<file path="src/rtl/gf180mcu_osu_sc_9t_lsdom_seq.sv">
// Power sequencer for a low-voltage island behind lshifup level shifters:
// orders switch, shifter enable and clamps, REQ/ACK handshake, sticky fault.
module gf180mcu_osu_sc_9t_lsdom_seq #(
   parameter int CNT_W  = 8,
   parameter int T_RAMP = 16,
   parameter int T_ISO  = 4,
   parameter int T_TO   = 200
) (
   input  logic       CLK,
   input  logic       RN,
   input  logic       REQ,
   input  logic       PGOOD,
   output logic       ACK,
   output logic       PSW_EN,
   output logic       LS_EN,
   output logic       ISO_N,
   output logic       ERR,
   output logic [2:0] STATE
);

   localparam logic [2:0] S_OFF   = 3'd0;
   localparam logic [2:0] S_RAMP  = 3'd1;
   localparam logic [2:0] S_WAIT  = 3'd2;
   localparam logic [2:0] S_UNISO = 3'd3;
   localparam logic [2:0] S_ON    = 3'd4;
   localparam logic [2:0] S_ISO   = 3'd5;
   localparam logic [2:0] S_DRAIN = 3'd6;
   localparam logic [2:0] S_FAULT = 3'd7;

   localparam logic [CNT_W-1:0] C_RAMP = CNT_W'(T_RAMP - 1);
   localparam logic [CNT_W-1:0] C_ISO  = CNT_W'(T_ISO - 1);
   localparam logic [CNT_W-1:0] C_TO   = CNT_W'(T_TO - 1);

   logic [2:0]       r_state;
   logic [CNT_W-1:0] r_cnt;
   logic             r_pg_meta;
   logic             r_pg_s;

   logic [2:0]       w_state_nxt;
   logic [CNT_W-1:0] w_cnt_nxt;
   logic [CNT_W-1:0] w_cnt_dec;
   logic             w_cnt_zero;

   assign w_cnt_zero = (r_cnt == '0);
   assign w_cnt_dec  = w_cnt_zero ? '0 : r_cnt - CNT_W'(1);

   always_comb begin
      w_state_nxt = r_state;
      w_cnt_nxt   = w_cnt_dec;
      case (r_state)
         S_OFF:
            if (REQ) begin w_state_nxt = S_RAMP; w_cnt_nxt = C_RAMP; end
         S_RAMP:
            if (!REQ)           begin w_state_nxt = S_DRAIN; w_cnt_nxt = C_RAMP; end
            else if (w_cnt_zero) begin w_state_nxt = S_WAIT;  w_cnt_nxt = C_TO;   end
         S_WAIT:
            // Withdrawn request wins over power-good and timeout.
            if (!REQ)            begin w_state_nxt = S_DRAIN; w_cnt_nxt = C_RAMP; end
            else if (r_pg_s)     begin w_state_nxt = S_UNISO; w_cnt_nxt = C_ISO;  end
            else if (w_cnt_zero) w_state_nxt = S_FAULT;
         S_UNISO:
            if (!r_pg_s)         w_state_nxt = S_FAULT;
            else if (!REQ)       begin w_state_nxt = S_ISO; w_cnt_nxt = C_ISO; end
            else if (w_cnt_zero) w_state_nxt = S_ON;
         S_ON:
            if (!r_pg_s)         w_state_nxt = S_FAULT;
            else if (!REQ)       begin w_state_nxt = S_ISO; w_cnt_nxt = C_ISO; end
         S_ISO:
            if (w_cnt_zero) begin w_state_nxt = S_DRAIN; w_cnt_nxt = C_RAMP; end
         S_DRAIN:
            if (w_cnt_zero) w_state_nxt = S_OFF;
         default:
            if (!REQ) w_state_nxt = S_OFF;
      endcase
   end

   always_ff @(posedge CLK) begin
      if (!RN) begin
         r_state   <= S_OFF;
         r_cnt     <= '0;
         r_pg_meta <= 1'b0;
         r_pg_s    <= 1'b0;
      end else begin
         r_pg_meta <= PGOOD;
         r_pg_s    <= r_pg_meta;
         r_state   <= w_state_nxt;
         r_cnt     <= w_cnt_nxt;
      end
   end

   // Pure decode of the state flop, so ISO_N can never lead LS_EN/PSW_EN.
   always_comb begin
      PSW_EN = 1'b0;
      LS_EN  = 1'b0;
      ISO_N  = 1'b0;
      ACK    = 1'b0;
      ERR    = 1'b0;
      case (r_state)
         S_RAMP, S_WAIT: PSW_EN = 1'b1;
         S_UNISO: begin PSW_EN = 1'b1; LS_EN = 1'b1; end
         S_ON:    begin PSW_EN = 1'b1; LS_EN = 1'b1; ISO_N = 1'b1; ACK = 1'b1; end
         S_ISO:   begin PSW_EN = 1'b1; LS_EN = 1'b1; ACK = 1'b1; end
         S_DRAIN: ACK = 1'b1;
         S_FAULT: ERR = 1'b1;
         default: ;
      endcase
   end

   assign STATE = r_state;

endmodule

</file>
<file path="config.mk">
export PLATFORM = sky130hd
export DESIGN_NAME = gf180mcu_osu_sc_9t_lsdom_seq
export DESIGN_NICKNAME = d
export VERILOG_FILES = /design/src/rtl/gf180mcu_osu_sc_9t_lsdom_seq.sv
export SDC_FILE = /design/constraint.sdc
export NUM_CORES = 1
export LEC_CHECK = 0
export ABC_AREA = 1
export ABC_CLOCK_PERIOD_IN_PS = 1700
export BUFFER_PORTS_ARGS = -buffer_cell sky130_fd_sc_hd__buf_2
export CAP_MARGIN = 20
export CORE_MARGIN = 3
export CORE_UTILIZATION = 56
export CTS_CLUSTER_SIZE = 16
export DETAILED_ROUTE_END_ITERATION = 7
export PLACE_DENSITY = 0.88
export SLEW_MARGIN = 20
export SYNTH_ARGS = -nofsm -noshare
export SYNTH_HDL_FRONTEND = slang
export SYNTH_SLANG_ARGS = --single-unit
</file>
<file path="constraint.sdc">
create_clock -name CLK -period 1.7 [get_ports CLK]
set_input_delay 0.085 -clock CLK [delete_from_list [all_inputs] [get_ports CLK]]
set_output_delay 0.085 -clock CLK [all_outputs]
set_load 0.05 [all_outputs]
</file>
== After elaboration in Yosys (flattened, before gate mapping) ==
Index checks and enable logic that the tools add are counted.
Word-level totals
  bits in registers: 13
  input port bits: 4
  word-level logic and storage cells: 57
Cells by class
  add/sub/neg operators: 1
  equal/unequal tests: 15
  multiplexer cells: 30
  reduce and logical (&&, ||, !) cells: 7
Operators with widths (count)
  $mux W8: 9
  $mux W3: 14
  $pmux W8 S5: 1
  $pmux W3 S7: 1
  $eq A3 B3 Y1 const B: 4
  $logic_not A8 Y1: 1
  $ne A4 B4 Y1 const B: 2
  $ne A8 B1 Y1 const B: 1
  $reduce_and A8 Y1: 1
  $sub A8 B1 Y8 const B: 1
  $eq A3 B2 Y1 const B: 2
  $ne A2 B2 Y1 const B: 3
  $ne A3 B3 Y1 const B: 2
  $reduce_or A3 Y1: 2
  $mux W1: 5
  $reduce_or A5 Y1: 1
  $eq A3 B1 Y1 const B: 1
  $logic_not A3 Y1: 1
  $reduce_or A2 Y1: 1

== Longest topological paths before layout ==
  depth after elaboration: 5
  gate-level depth with buffers: 12
  mapped depth without buffers: 11

== Worst setup path before layout ==
No wires, ideal clock.
  kind: reg-to-reg
  start: register r_state[0], in the netlist STATE[0]
  end: register r_cnt[2]
  setup time: 0.123 ns
  arrival time: 2.132 ns
  path slack: -0.555 ns
  stages on the path, launching flop included: 11
  cell sequence: dfxtp_1 -> buf_2 -> inv_2 -> nand2_4 -> nor2_2 -> nor2_1 -> nand3_1 -> nand2_1 -> nand2_1 -> nand2_1 -> a21oi_1
Between the ends
  longest elaborated chain between the ends: 3
  elaborated cells between the ends (all ways): 8
  those cells by class: eq/ne (5); mux (1); reduce/logical (2)
Ends and longest elaborated chain
  start: declaration: line 34  | logic [2:0] r_state;
  start signal: assignment: line 86  | r_state <= w_state_nxt;
  $eq A3 B3 Y1 / $eq A3 B2 Y1 (equally long branches): line 50  | case (r_state)
  $reduce_or A2 Y1 (no source line)
  $pmux W8 S5 *: line 50
  end signal: assignment: line 87  | r_cnt <= w_cnt_nxt;
  end: declaration: line 35  | logic [CNT_W-1:0] r_cnt;
Every way passes the cells marked *; elsewhere a longest branch is shown, timed or not.
A chain may end at the register's enable or synchronous reset.

== Worst setup path in the final report ==
  start: register r_cnt[0]
  end: register r_state[1], in the netlist STATE[1]
Between the ends
  longest elaborated chain between the ends: 3
  elaborated cells between the ends (all ways): 7
  those cells by class: eq/ne (5); reduce/logical (2)
Ends and longest elaborated chain
  $logic_not A8 Y1 *: line 44  | assign w_cnt_zero = (r_cnt == '0);
  $ne A4 B4 Y1 (no source line) (tied with other cells)
  $reduce_and A8 Y1 (no source line) *
Marked as above.

==> impl_metrics.csv <==
group,metric,value,unit
outcome,status,"completed",
placement,place_ws,0.200,ns
drt,routed_wl,2250,um
critical_path,crit_chain,"inv_1 > ha_1 > nand2_1 > nor2_2 > o21ai_1 > nand2_2 > nand3_1 > nand2_1 > inv_1 > nor2_1",
clock_network,cts_buffer_depth,2,
clock_network,clock_latency,0.28,ns
drt,avgRoutedWirePerCell,11.7,um
clock_network,numCtsBuffers,3,
global_route,grt-ovfl-total,0,
floorplanning,fp.dieArea,2270,um2
floorplanning,num_io_pins,12,
drt,drc,0,
global_route,grt_usage,22.2,%
clock_network,clk_pin_slew,0.07,ns
sta,final_hold_viol_count,0,
finish,fin_nets,184,
drt,dr.pass1.iters,5,
yosys,ys_ff_latch,13,
floorplanning,die_h,47.7,um
yosys,syn-num-nets,171,
floorplanning,num_rows,14,
drt,routed-via-count,1069,
sta,setup_viol,0,
global_route,antenna_found_initial,0,
run,maxCapViolCount,0,
clock_network,cts_root_buf,"clkbuf_4",
sta,rsz0062_at_grt,"no",
drt,antenna_left,0,
yosys,syn_inst,165,
yosys,synth.cell_area,973,um2
finish,fillers,148,
finish,seqCellArea,267,um2
drt,vias_per_cell,5.54,
floorplanning,coreArea,1580,um2
sta,finalClockSkew,0.000693,ns
finish,drive_above_1_share,18.1,%
sta,tightest_slew,0.315,ns
yosys,yosys_warnings,0,
global_route,grt_pass1_wl,3480,um
finish,multiInputGateArea,608,um2
critical_path,cp-start-kind,"register",
yosys,seq_area_frac_synth,26.7,%
clock_network,htree_num_levels,1,
finish,area_delta_synth_final,11.3,%
global_route,grt_busiest_layer,"met2",
critical_path,crit_required,1.92,ns
sta,finalWorstPathRequiredPeriod,1.58,ns
sta,slew_headroom,78.9,%
clock_network,cts_tree,"yes",
critical_path,worst_setup_path_end_kind,"register",
sta,clock.fmax,634,MHz
sta,whs,0.105,ns
sta,drv_slew,0,
sta,tns,0,ns
critical_path,cpMaxStageDelayCell,"dfxtp_1",
sta,worst_slack,0.124,ns
floorplanning,fp.dieW,47.7,um
global_route,use_met2,34.0,%
finish,diodes,0,
finish,final_cells,193,
critical_path,critPathArrivalTime,1.79,ns
global_route,grt_max_degree,11,
critical_path,critical_path_class,"reg2reg",
placement,numPortBuffers,11,
global_route,grt_pass1_vias,836,
global_route,use_met3,8.27,%
placement,dp_cells,188,
sta,timing.final.crit_share,92.7,%
critical_path,critPathMaxStageDelay,0.33,ns
critical_path,r2r_slack,0.12,ns
placement,gp_congestion,1.02,
yosys,avgSynthCellArea,5.90,um2
clock_network,cts_sinks,13,
drt,drt-initial-drc-count,45,
critical_path,worstPathMaxFanout,7,
yosys,synth.distinct_cells,23,
floorplanning,initial_utilization,61.7,%
global_route,grtUsageMet1,28.5,%
hold_path,holdCritPathClass,"in2reg",
clock_network,postCtsSetupBuffers,0,
placement,post-dp-hpwl,1770,um
-- metal layers --
layer	share of wire (%)	up-vias
li1	-	546
met1	43	458
met2	47	58
met3	9.5	7
met4	1.2	0
met5	0	-
-- worst max-delay path: cells and delay by family (launching register included) --
kind            cells  cell delay, ns
fa+ha+maj           1            0.14
simple gates        6            0.78
compound gates      1            0.14
flops               1            0.33
buf+inv             2            0.13
-- path summary, 6_finish.rpt --
check / from / to / cells past startpoint
worst min-delay path: RN / r_pg_s$_SDFF_PN0_ / 3
worst max register to register: r_cnt[0]$_SDFF_PN0_ / STATE[1]$_SDFFE_PN0P_ / 10
worst max-delay path: r_cnt[0]$_SDFF_PN0_ / STATE[1]$_SDFFE_PN0P_ / 10
worst min register to register: r_pg_meta$_SDFF_PN0_ / r_pg_s$_SDFF_PN0_ / 2
-- cells by family (layout without fill, tap and decap cells) --
group / count (synthesis) / in the layout / share of synthesized area, %
AO/OA/AOI/OAI: 21 / 21 / 11.3
XOR/XNOR: 3 / 3 / 2.70
adder cells (fa/ha/maj): 2 / 2 / 2.57
buffers and inverters: 29 / 41 / 12.1
flip-flops: 13 / 13 / 26.7
AND/OR/NAND/NOR: 97 / 97 / 44.6
-- registers in the layout, indices dropped and copies added, names as in the netlist --
signal     cells
r_cnt          8
r_pg_s         1
r_pg_meta      1
STATE          3
-- cells in the final DEF (no fill, tap or decap), drive strengths merged --
master,instances
a21oi,11
buf,11
clkbuf,3
clkinv,1
dfxtp,13
dlygate4sd3,1
ha,2
inv,25
nand2,55
nand3,11
nand4,6
nor2,24
nor3,1
o211ai,2
o21ai,8
xnor2,1
xor2,2
-- area by class of cell --
class	count	area share, %
Sequential cell	13	24.6
Clock inverter	1	0.462
Clock buffer	3	2.08
Multi-Input combinational cell	123	56.1
Inverter	25	8.89
Timing Repair Buffer	12	6.00
Tap cell	16	1.85
-- cell usage after synthesis --
cell	n	share of area [%]
nor2_2	4	2.6
nand3_1	10	5.1
xor2_1	2	1.8
o21ai_1	2	1.0
nand2_1	51	20
nand2_4	2	2.3
buf_2	2	1.0
nor2_1	20	7.7
inv_2	2	0.77
nor3_2	1	1.0
xnor2_1	1	0.90
dfxtp_1	13	27
nand4_1	6	3.9
a21oi_1	11	5.7
inv_1	22	8.5
nand3_2	1	1.0
buf_4	1	0.77
ha_1	2	2.6
nand2_2	2	1.3
o211ai_1	2	1.5
o21ai_0	6	3.1
inv_4	1	0.64
clkbuf_1	1	0.39
-- metrics by stage --
stage,utilization [%],area (um2)
CTS,68.6,1080
floorplan,-,990
global placement,66.2,1040
finish,68.7,1080
detailed placement,66.2,1040
global route,68.7,1080
-- repair_timing --
item,4_1_cts,5_1_grt
hold buffers,1,0
endpoints found under the setup margin,0,1
resized for setup,0,1
hold endpoints to repair,1,0
Power is left out: the tool's default activity adds up to more than one toggle a clock period on the data nets, which glitch-free logic cannot reach.
